[src/rtl/pc_gen_unit.sv]
// rtl/pc_gen_unit.sv - IF-stage program counter with redirect, halt, stall and fetch handshake
// Optional build macro: PC_GEN_MISALIGN_TRAP_EN (misaligned redirects load TRAP_VEC)
module pc_gen_unit #(
  parameter int          WIDTH     = 32,
  parameter int          STEP      = 4,
  parameter logic [31:0] RESET_VEC = 32'h0000_0000,
  parameter logic [31:0] TRAP_VEC  = 32'h0000_0004
) (
  input  logic             clk,
  input  logic             rst_n,
  input  logic             stall,
  input  logic             halt,
  input  logic             redir_valid,
  input  logic [WIDTH-1:0] redir_target,
  input  logic             pc_ready,
  output logic [WIDTH-1:0] pc,
  output logic [WIDTH-1:0] pc_plus,
  output logic             pc_valid,
  output logic             redir_ack,
  output logic             misalign
);

  localparam logic [WIDTH-1:0] STEP_W     = WIDTH'(STEP);
  localparam logic [WIDTH-1:0] ALIGN_MASK = WIDTH'(STEP - 1);
  localparam logic [WIDTH-1:0] RESET_PC   = WIDTH'(RESET_VEC);
  localparam logic [WIDTH-1:0] TRAP_PC    = WIDTH'(TRAP_VEC);
`ifdef PC_GEN_MISALIGN_TRAP_EN
  localparam logic TRAP_EN = 1'b1;
`else
  localparam logic TRAP_EN = 1'b0;
`endif

  typedef enum logic [1:0] {
    ST_BOOT = 2'd0,
    ST_RUN  = 2'd1,
    ST_HALT = 2'd2
  } state_t;

  state_t           r_state;
  logic [WIDTH-1:0] r_pc;
  logic             r_pc_valid;
  logic             r_redir_ack;
  logic             r_misalign;

  logic             w_misaligned;
  logic [WIDTH-1:0] w_redir_pc;
  logic [WIDTH-1:0] w_pc_plus;
  logic             w_advance;

  // Redirect target decode: alignment check against the step size and optional trap substitution
  always_comb begin
    w_misaligned = |(redir_target & ALIGN_MASK);
    w_redir_pc   = (w_misaligned && TRAP_EN) ? TRAP_PC : redir_target;
    w_pc_plus    = r_pc + STEP_W;
    w_advance    = r_pc_valid & pc_ready & ~stall;
  end

  // PC state machine; BOOT lasts one cycle, so a redirect seen in BOOT is taken straight into the PC on RUN entry
  always_ff @(posedge clk or negedge rst_n) begin
    if (!rst_n) begin
      r_state     <= ST_BOOT;
      r_pc        <= RESET_PC;
      r_pc_valid  <= 1'b0;
      r_redir_ack <= 1'b0;
      r_misalign  <= 1'b0;
    end else begin
      r_redir_ack <= 1'b0;
      if (redir_valid) begin
        r_pc        <= w_redir_pc;
        r_redir_ack <= 1'b1;
        r_state     <= ST_RUN;
        r_pc_valid  <= 1'b1;
        if (w_misaligned) begin
          r_misalign <= 1'b1;
        end
      end else begin
        case (r_state)
          ST_BOOT: begin
            r_state    <= ST_RUN;
            r_pc_valid <= 1'b1;
          end
          ST_RUN: begin
            if (halt) begin
              r_state    <= ST_HALT;
              r_pc_valid <= 1'b0;
            end else if (w_advance) begin
              r_pc <= w_pc_plus;
            end
          end
          ST_HALT: begin
            r_pc_valid <= 1'b0;
          end
          default: begin
            r_state    <= ST_BOOT;
            r_pc_valid <= 1'b0;
          end
        endcase
      end
    end
  end

  assign pc        = r_pc;
  assign pc_plus   = w_pc_plus;
  assign pc_valid  = r_pc_valid;
  assign redir_ack = r_redir_ack;
  assign misalign  = r_misalign;

endmodule

[config.mk]
export PLATFORM = sky130hd
export DESIGN_NAME = pc_gen_unit
export DESIGN_NICKNAME = d
export VERILOG_FILES = /design/src/rtl/pc_gen_unit.sv
export SDC_FILE = /design/constraint.sdc
export NUM_CORES = 1
export LEC_CHECK = 0
export ABC_AREA = 1
export ABC_CLOCK_PERIOD_IN_PS = 1500
export CORE_MARGIN = 8
export CORE_UTILIZATION = 40
export DETAILED_ROUTE_END_ITERATION = 6
export PLACE_DENSITY_LB_ADDON = 0.25
export RECOVER_POWER = 100
export SLEW_MARGIN = 20
export SYNTH_ARGS = -nofsm -noshare
export SYNTH_HDL_FRONTEND = slang
export SYNTH_SLANG_ARGS = --single-unit
[constraint.sdc]
create_clock -name clk -period 1.5 [get_ports clk]
set_clock_uncertainty 0.05 [all_clocks]
set_input_delay 0.225 -clock clk [delete_from_list [all_inputs] [get_ports clk]]
set_output_delay 0.225 -clock clk [all_outputs]
set_load 0.02 [all_outputs]
---- After elaboration in Yosys (flattened, before gate mapping) ----
Index checks and enable logic that the tools add are counted.
word-level totals
  register bits ........................... 37
  bits of input ports ..................... 38
  output and inout port bits .............. 67
  word-level logic and storage cells ...... 32
operators by class
  $add $sub $neg .......................... 1
  equal/unequal tests ..................... 5
  muxes and demuxes ....................... 11
  bitwise logic cells ..................... 3
  reduce and logical (&&, ||, !) cells .... 7
operator list
  kind                                                                      number
  32-bit 2-to-1 mux                                                         4
  32-bit by 3-bit adder with 32-bit output (second input constant)          1
  2-bit one-hot mux with 3 select lines                                     1
  2-bit 2-to-1 mux                                                          2
  2-bit AND reduction                                                       2
  2-bit nonzero test                                                        2
  1-bit 2-to-1 mux                                                          3
  3-bit inequality test (second input constant)                             1
  3-bit AND reduction                                                       1
  1-bit bitwise AND                                                         2
  2-bit by 1-bit == test with 1-bit output (second input constant)          1
  2-bit == test (second input constant)                                     1
  2-bit logical NOT                                                         1
  2-bit by 1-bit inequality test with 1-bit output (second input constant)  1
  2-bit inequality test (second input constant)                             1
  1-bit one-hot mux with 2 select lines                                     1
  2-bit OR reduction                                                        1
  1-bit NOT                                                                 1

---- Longest topological paths before layout ----
Gate-level depths: netlist of the first run.
  word-level depth ........................ 6
  gate-level depth with buffers ........... 10
  gate-level depth less buffers ........... 10

---- Worst setup path after synthesis of the first run ----
No wires, ideal clock.
  path kind ............................... register to register
  start ................................... reg r_pc[3], in the netlist pc[3]
  end ..................................... reg r_pc[12], in the netlist pc[12]
  library setup time ...................... 66 ps
  arrival ................................. 1,713 ps
  required time ........................... 1,384 ps
  setup slack ............................. -330 ps
  cell stages (with the launch flop) ...... 9
  buffers on the path ..................... 0
  clock period less this slack ............ 1,830 ps
  path through ............................ dfrtp_1 ha_1 nand2_1 nor2_2 nand2_2 nor2_4 xor2_1 nand2_1 nand2_1
on the way
  word-level cells in the longest chain between the ends .. 5
ends and longest elaborated chain
  item                                      line  text
  start: declaration                        40    logic [WIDTH-1:0] r_pc;
  start signal: assignment                  69    r_pc <= w_redir_pc;
  start signal: assignment                  87    r_pc <= w_pc_plus;
  32-bit by 3-bit adder with 32-bit output  54    w_pc_plus = r_pc + STEP_W;
  named net pc_plus[12]                     17    output logic [WIDTH-1:0] pc_plus,
  32-bit 2-to-1 mux                         86    end else if (w_advance) begin
  32-bit 2-to-1 mux                         83    if (halt) begin
  32-bit 2-to-1 mux                         77    case (r_state)
  32-bit 2-to-1 mux                         68    if (redir_valid) begin
The timed path passes the listed nets, and every way through them passes these cells. The select of a mux whose other input is x is not followed.
A chain may end at the register's enable or synchronous reset.

---- Worst setup path after layout of the first run ----
  start ................................... reg r_pc[2], in the netlist pc[2]
  end ..................................... out pc_plus[30]
on the way
  word-level cells in the longest chain between the ends .. 1
ends and longest elaborated chain
  item                                      line
  32-bit by 3-bit adder with 32-bit output  54
  end: declaration                          17
No other way between the ends.

==> impl_metrics.csv, run 1 <==
group,metric,value,unit
placed_design,gp_congestion,0.947,
worst_setup_path,crit_fanout,3,
clock_tree,clkSinkCount,37,
routing,via_count,3198,
routing,drtAntennaViolNets,0,
timing,hold_violations,0,
timing,fin_crit_sh,139,%
timing,slew_viol_final,0,
synth,ys_types,25,
clock_tree,path_clk_slew,0.08,ns
synth,synth_fp_nets,438,
synth,syn_area,0.00265,sq mm
worst_setup_path,cpMostUsedCell,"nand2_2",
floorplanning,die_y,97.3,um
synth,yosysWarningCount,0,
routing,drtIter0Drc,166,
layout,fin_cells,665,
synth,synth_edf_count,0,
floorplanning,start_util,41.4,%
timing,setup_viol,45,
global_routing,grt.overflow.total,0,
placed_design,place_inst,632,
worst_setup_path,worstPathArrival,1.80,ns
layout,drive_above_1_share,33.2,%
layout,antenna_cells,0,
synth,syn_inst,399,
routing,drt-total-wl,9.99,mm
layout,nNetsFinal,626,
synth,synth-main-ff-cell,"dfrtp_1",
timing,rsz0062_at_grt,"true",
pwr,p_switching,0.00132,W
synth,syn_area_per_cell,6.63,sq um
routing,drc_errors,0,
worst_hold_path,min_path_type,"flop to flop",
synth,ys_ff_latch,37,
pwr,cellPowerDensity,743,mW/mm^2
routing,firstDrtPassIters,5,
layout,regArea,936,sq um
layout,fill_cells,494,
layout,multi_input_area,0.00173,sq mm
pwr,combPwrFrac,45.9,%
timing,worst_slack,-0.578,ns
worst_setup_path,worst_path_max_delay_cell,"dfrtp_2",
timing,worst_pin_slew,0.853,ns
placed_design,place_hpwl,7.19,mm
floorplanning,die_w,97.3,um
worst_setup_path,r2r_cells,14,
worst_setup_path,path_cells,"ha_4 -> nand2_4 -> nor2_4 -> nand2_4 -> buf_12 -> nor2_4 -> buf_6 -> nand2_2 -> nand2_2 -> nand2_2 -> buf_6",
timing,max_clock_freq,481,MHz
pwr,p_clk_share,19.8,%
clock_tree,root_buffer,"clkbuf_8",
routing,via_per_inst,4.81,
pwr,seq_power_share,34.4,%
outcome,status,"complete, but fails checks",
pwr,leakage,2.44,nW
job,cap_violations,0,
floorplanning,core,0.00639,sq mm
global_routing,grt_max_degree,30,
pwr,finalPower,0.00350,W
timing,setup_tns,-15.38,ns
worst_setup_path,cp-end-kind,"output port",
global_routing,grt_pass1_wl,16.2,mm
placed_design,portBuffers,104,
timing,relSlewSlack,43.1,%
timing,min_period,2.08,ns
routing,wire_per_inst,15.0,um
worst_setup_path,cpPeakStageDelay,0.41,ns
pwr,swShare,37.6,%
clock_tree,cts_tree,"done",
global_routing,grt_use_total,20.4,%
global_routing,grt_pass1_vias,3453,
pwr,p_int,0.00218,W
clock_tree,clk_path_buf_depth,2,
floorplanning,die_area,0.00947,sq mm
worst_setup_path,worstSetupStartpointType,"flop",
outcome,violations,"setup timing",
clock_tree,htree_levels,2,
pwr,vdd_drop_max,0.484,mV
layout,syn2layout_area_growth,78.0,%
synth,yosysSeqAreaShare,35.0,%
synth,synth_async_sr_flop_share,100,%
floorplanning,rows,29,
worst_setup_path,crit_type,"flop to output port",
floorplanning,io_pins,105,
worst_hold_path,hold-path-cell-count,1,
clock_tree,insertion_delay,0.29,ns
global_routing,antenna_found_initial,0,
worst_setup_path,worstPathRequired,1.22,ns
clock_tree,cts_inserted_buffers,5,
## power by group through the flow
stage                     sequential, W  clock [W]  combinational [W]
after floorplan                 0.00137          0           0.000538
after global placement          0.00121          0            0.00152
after detailed placement        0.00122          0            0.00155
after CTS                       0.00120   0.000698            0.00158
after global routing            0.00121   0.000734            0.00173
final                           0.00120   0.000692            0.00161
## worst max-delay path, delay by kind of cell (launching register included)
| kind | cells | cell delay [ns] |
|---|---|---|
| simple gates | 7 | 0.54 |
| buf+inv | 3 | 0.39 |
| fa+ha+maj | 1 | 0.17 |
| flops | 1 | 0.41 |
## cell type report
cell class	instances	area share [%]
Clock buffer	6	1.54
Clock inverter	2	0.213
Inverter	44	3.51
Multi-Input combinational cell	306	36.8
Sequential cell	37	19.9
Tap cell	77	2.05
Timing Repair Buffer	193	36.0
## final timing paths
check                                  startpoint                     end  slack, ns
min in group asynchronous                   rst_n      pc[20]$_DFFE_PN0P_       0.50
min                        r_state[0]$_DFFE_PN0P_  r_state[1]$_DFFE_PN0P_       0.42
min reg2reg                r_state[0]$_DFFE_PN0P_  r_state[1]$_DFFE_PN0P_       0.42
max in group asynchronous                   rst_n       pc[2]$_DFFE_PN0P_       0.17
max                             pc[2]$_DFFE_PN0P_             pc_plus[30]      -0.58
max reg2reg                     pc[2]$_DFFE_PN0P_      pc[26]$_DFFE_PN0P_      -0.39
## through the flow
| stage | util (%) | cell area [sq um] | hold WS (ns) | worst slack [ns] |
|---|---|---|---|---|
| 2_1_floorplan | - | 2760 | -0.121 | -0.146 |
| 6_report | 73.7 | 4710 | 0.415 | -0.578 |
| 4_1_cts | 72.4 | 4620 | 0.350 | -0.562 |
| 5_1_grt | 73.7 | 4710 | 0.425 | -0.652 |
| 3_5_place_dp | 68.0 | 4340 | 0.115 | -0.732 |
| 3_3_place_gp | 68.0 | 4340 | 0.107 | -0.651 |
## routing by layer
layer	routed length [um]	track usage (%)
met4	268	7.11
met2	5050	36.5
met3	654	5.41
met5	0	0
met1	4020	22.6
## Yosys cell counts, types with 4 or more instances
library cell	count	area, sq um
nand3_1	17	85.1
and2_1	5	31.3
o21ai_0	8	40.0
nand2_1	196	736
buf_2	4	20.0
xor2_1	4	35.0
xor2_2	7	114
nor2_1	30	113
buf_4	4	30.0
clkbuf_1	4	15.0
xnor2_1	4	35.0
dfrtp_1	37	926
nand2_2	6	37.5
nand3b_1	7	52.6
nor2_4	6	67.6
nor2_2	6	37.5
inv_1	44	165
## sequential cells by signal, summed over array words and instances, names as in the netlist
signal and flops:
pc 32, r_state 2, misalign 1, pc_valid 1, redir_ack 1
## placed cells by master (no fill, tap or decap), drive strengths merged
cell type,instances
buf,103
dlygate4sd2,33
clkbuf,23
a211oi,1
nand4,1
nor2,44
o21ai,8
dlygate4sd3,1
o211ai,2
xnor2,4
clkdlybuf4s15,3
a21oi,1
clkinv,2
o21a,1
nand3,17
dfrtp,37
ha,1
xor2,11
nand3b,7
and2,5
inv,44
nand2,203
clkdlybuf4s50,36
## cells by family after synthesis
kind of cell / synth area share, %
and+or+nand+nor: 46.0
adders and majority gates: 0.473
buffers and inverters: 8.70
AOI/OAI and AO/OA: 2.84
xor gates and xnor gates: 6.95
DFF: 35.0
## repair_timing
action	CTS	global route
hold endpoints to repair	13	0
buffers inserted	17	13
endpoints found under the setup margin	74	57
cloned	0	0
pin swaps	24	18
resized for setup	230	24
hold buffers	1	0
(Power assumes the default switching activity.)
==> run 2, diff against run 1 <==
- ABC_CLOCK_PERIOD_IN_PS: 1500 -> 2300
- CTS_CLUSTER_SIZE: not set -> 40
- clock period: 1.5 -> 2.3 ns (I/O delays scaled with it)
==> run 2 against run 1 <==
Compared with the run above:
- the run now ends clean
- final cell count fell by 9.0%
- global-route usage fell by 2.3 points
- die area is the same
- core utilization down 12 points
- first-iteration DRC count decreased by 39%
- non-clock buffer count decreased by 60
- critical endpoint is now pc_plus[20]
- sequential power shrank 35%
- hold slack lost 0.28 ns
==> impl_metrics.csv, run 2 (same netlist as run 1, synthesis figures left out) <==
group,metric,value,unit
outcome,status,"finished, final reports clean",
worst_setup_path,worstPathRequired,1.90,ns
global_routing,grt.overflow.total,0,
worst_setup_path,path_cells,"ha_1 -> nand2_1 -> nor2_4 -> nand2_4 -> nor2_4 -> nand3b_1 -> nand2_1 -> dlygate4sd2_1",
routing,via_per_inst,4.78,
worst_setup_path,crit_type,"flop to output port",
floorplanning,die_area,0.00947,sq mm
timing,hold_violations,0,
placed_design,gp_congestion,0.884,
clock_tree,insertion_delay,0.29,ns
timing,rsz0062_at_grt,"true",
placed_design,dp_slack,-0.0430,ns
layout,syn2layout_area_growth,49.6,%
timing,min_period,2.19,ns
layout,largest_register_ff_count,32,
global_routing,grt_use_total,18.1,%
layout,antenna_cells,0,
pwr,cellPowerDensity,553,mW/mm^2
worst_setup_path,r2r_cells,7,
floorplanning,rows,29,
clock_tree,htree_levels,2,
placed_design,place_area,0.00393,sq mm
routing,drt-total-wl,8.43,mm
routing,drtAntennaViolNets,0,
timing,max_clock_freq,456,MHz
worst_hold_path,min_path_type,"input pin to async pin",
clock_tree,clk_path_buf_depth,2,
timing,setup_viol,0,
layout,regArea,927,sq um
layout,finalInstanceArea,0.00396,sq mm
floorplanning,die_y,97.3,um
timing,worst_pin_slew,0.958,ns
timing,slew_viol_final,0,
global_routing,grt_pass1_wl,14.2,mm
routing,via_count,2890,
timing,fin_crit_sh,95.3,%
global_routing,antenna_found_initial,0,
worst_setup_path,worstPathArrival,1.80,ns
timing,relSlewSlack,36.1,%
routing,drtIter0Drc,102,
worst_setup_path,worstSetupStartpointType,"flop",
routing,firstDrtPassIters,4,
routing,drc_errors,0,
clock_tree,cts_tree,"done",
pwr,leakage,2.03,nW
layout,final_cell_mix,"nand2_1, inv_1, dlygate4sd3_1",
placed_design,portBuffers,104,
global_routing,grt_pass1_vias,3021,
floorplanning,die_w,97.3,um
timing,worst_slack,0.109,ns
floorplanning,core,0.00639,sq mm
clock_tree,root_buffer,"clkbuf_8",
worst_setup_path,worst_path_max_delay_cell,"dfrtp_1",
layout,multi_input_area,0.00150,sq mm
worst_setup_path,cp-end-kind,"output port",
global_routing,grt_max_degree,38,
clock_tree,clkSinkCount,37,
routing,wire_per_inst,13.9,um
placed_design,place_hpwl,6.68,mm
worst_setup_path,crit_fanout,4,
clock_tree,path_clk_slew,0.08,ns
layout,final_common_cell,"nand2_1",
worst_setup_path,cpPeakStageDelay,0.35,ns
layout,fill_cells,613,
layout,drive_above_1_share,15.9,%
pwr,finalPower,0.00219,W
job,cap_violations,0,
clock_tree,cts_inserted_buffers,5,
floorplanning,io_pins,105,
layout,nNetsFinal,566,
pwr,vdd_drop_max,0.345,mV
layout,fin_util,62.0,%
floorplanning,start_util,41.4,%
[run 2: cell count changes in the layout (fill, tap and decap cells not counted), sizes merged]
cell	previous run	this run
bufinv	0	1
dlygate4sd3	1	40
clkdlybuf4s15	3	4
clkinv	2	0
buf	103	32
dlygate4sd2	33	5
clkinvlp	0	1
clkdlybuf4s50	36	35
[run 2: routing by layer]
metal,wire (um),GRT usage [%]
met1,3490,19.9
met2,4170,31.8
met3,612,6.33
met4,153,5.59
met5,0,0
[run 2: power by group]
| part | switching (W) | internal [W] |
|---|---|---|
| Sequential | 0.0000666 | 0.000717 |
| Clock | 0.000243 | 0.000353 |
| Combinational | 0.000466 | 0.000343 |
[run 2: final cells by class]
type | instances | share of cell area (%)
Inverter | 44 | 4.17
Clock buffer | 6 | 2.09
Multi-Input combinational cell | 306 | 37.9
Clock inverter | 2 | 0.948
Tap cell | 77 | 2.43
Sequential cell | 37 | 23.4
Timing Repair Buffer | 133 | 29.0
[run 2: repair_timing]
| item | in CTS | in global routing |
|---|---|---|
| endpoints found under the setup margin | 27 | 23 |
| pin swaps | 2 | 4 |
| resized for setup | 40 | 41 |
| buffers inserted | 0 | 1 |
| hold buffers | 0 | 0 |
[run 2: critical path: cells and delay by family (launching register included)]
kind / cells / cell delay (ns)
adder cells (fa/ha/maj): 1 / 0.16
flip-flops: 1 / 0.35
AND/OR/NAND/NOR: 6 / 0.63
buffers and inverters: 1 / 0.35
[run 2: worst paths after layout]
check	to	from	slack, ns
setup reg to reg	pc[2]$_DFFE_PN0P_	r_state[0]$_DFFE_PN0P_	0.64
hold / removal	pc[15]$_DFFE_PN0P_	rst_n	0.13
min in group clk	r_state[1]$_DFFE_PN0P_	r_state[0]$_DFFE_PN0P_	0.41
hold reg to reg	r_state[1]$_DFFE_PN0P_	r_state[0]$_DFFE_PN0P_	0.41
setup / recovery	pc_plus[20]	pc[3]$_DFFE_PN0P_	0.11
max in group asynchronous	pc[11]$_DFFE_PN0P_	rst_n	1.41
[run 2: through the flow]
stage	TNS (ns)	std cells	hold slack [ns]
3_5_place_dp	-0.0656	596	0.395
6_report	0	605	0.135
2_1_floorplan	0	399	-0.000591
4_1_cts	0	604	0.135
3_3_place_gp	0	596	0.378
5_1_grt	-0.0727	605	0.207
==> run 3, diff against run 2 <==
- CAP_MARGIN: not set -> 10
==> results of run 3 <==
No change in the layout: final DEF, timing and power equal those of run 2.
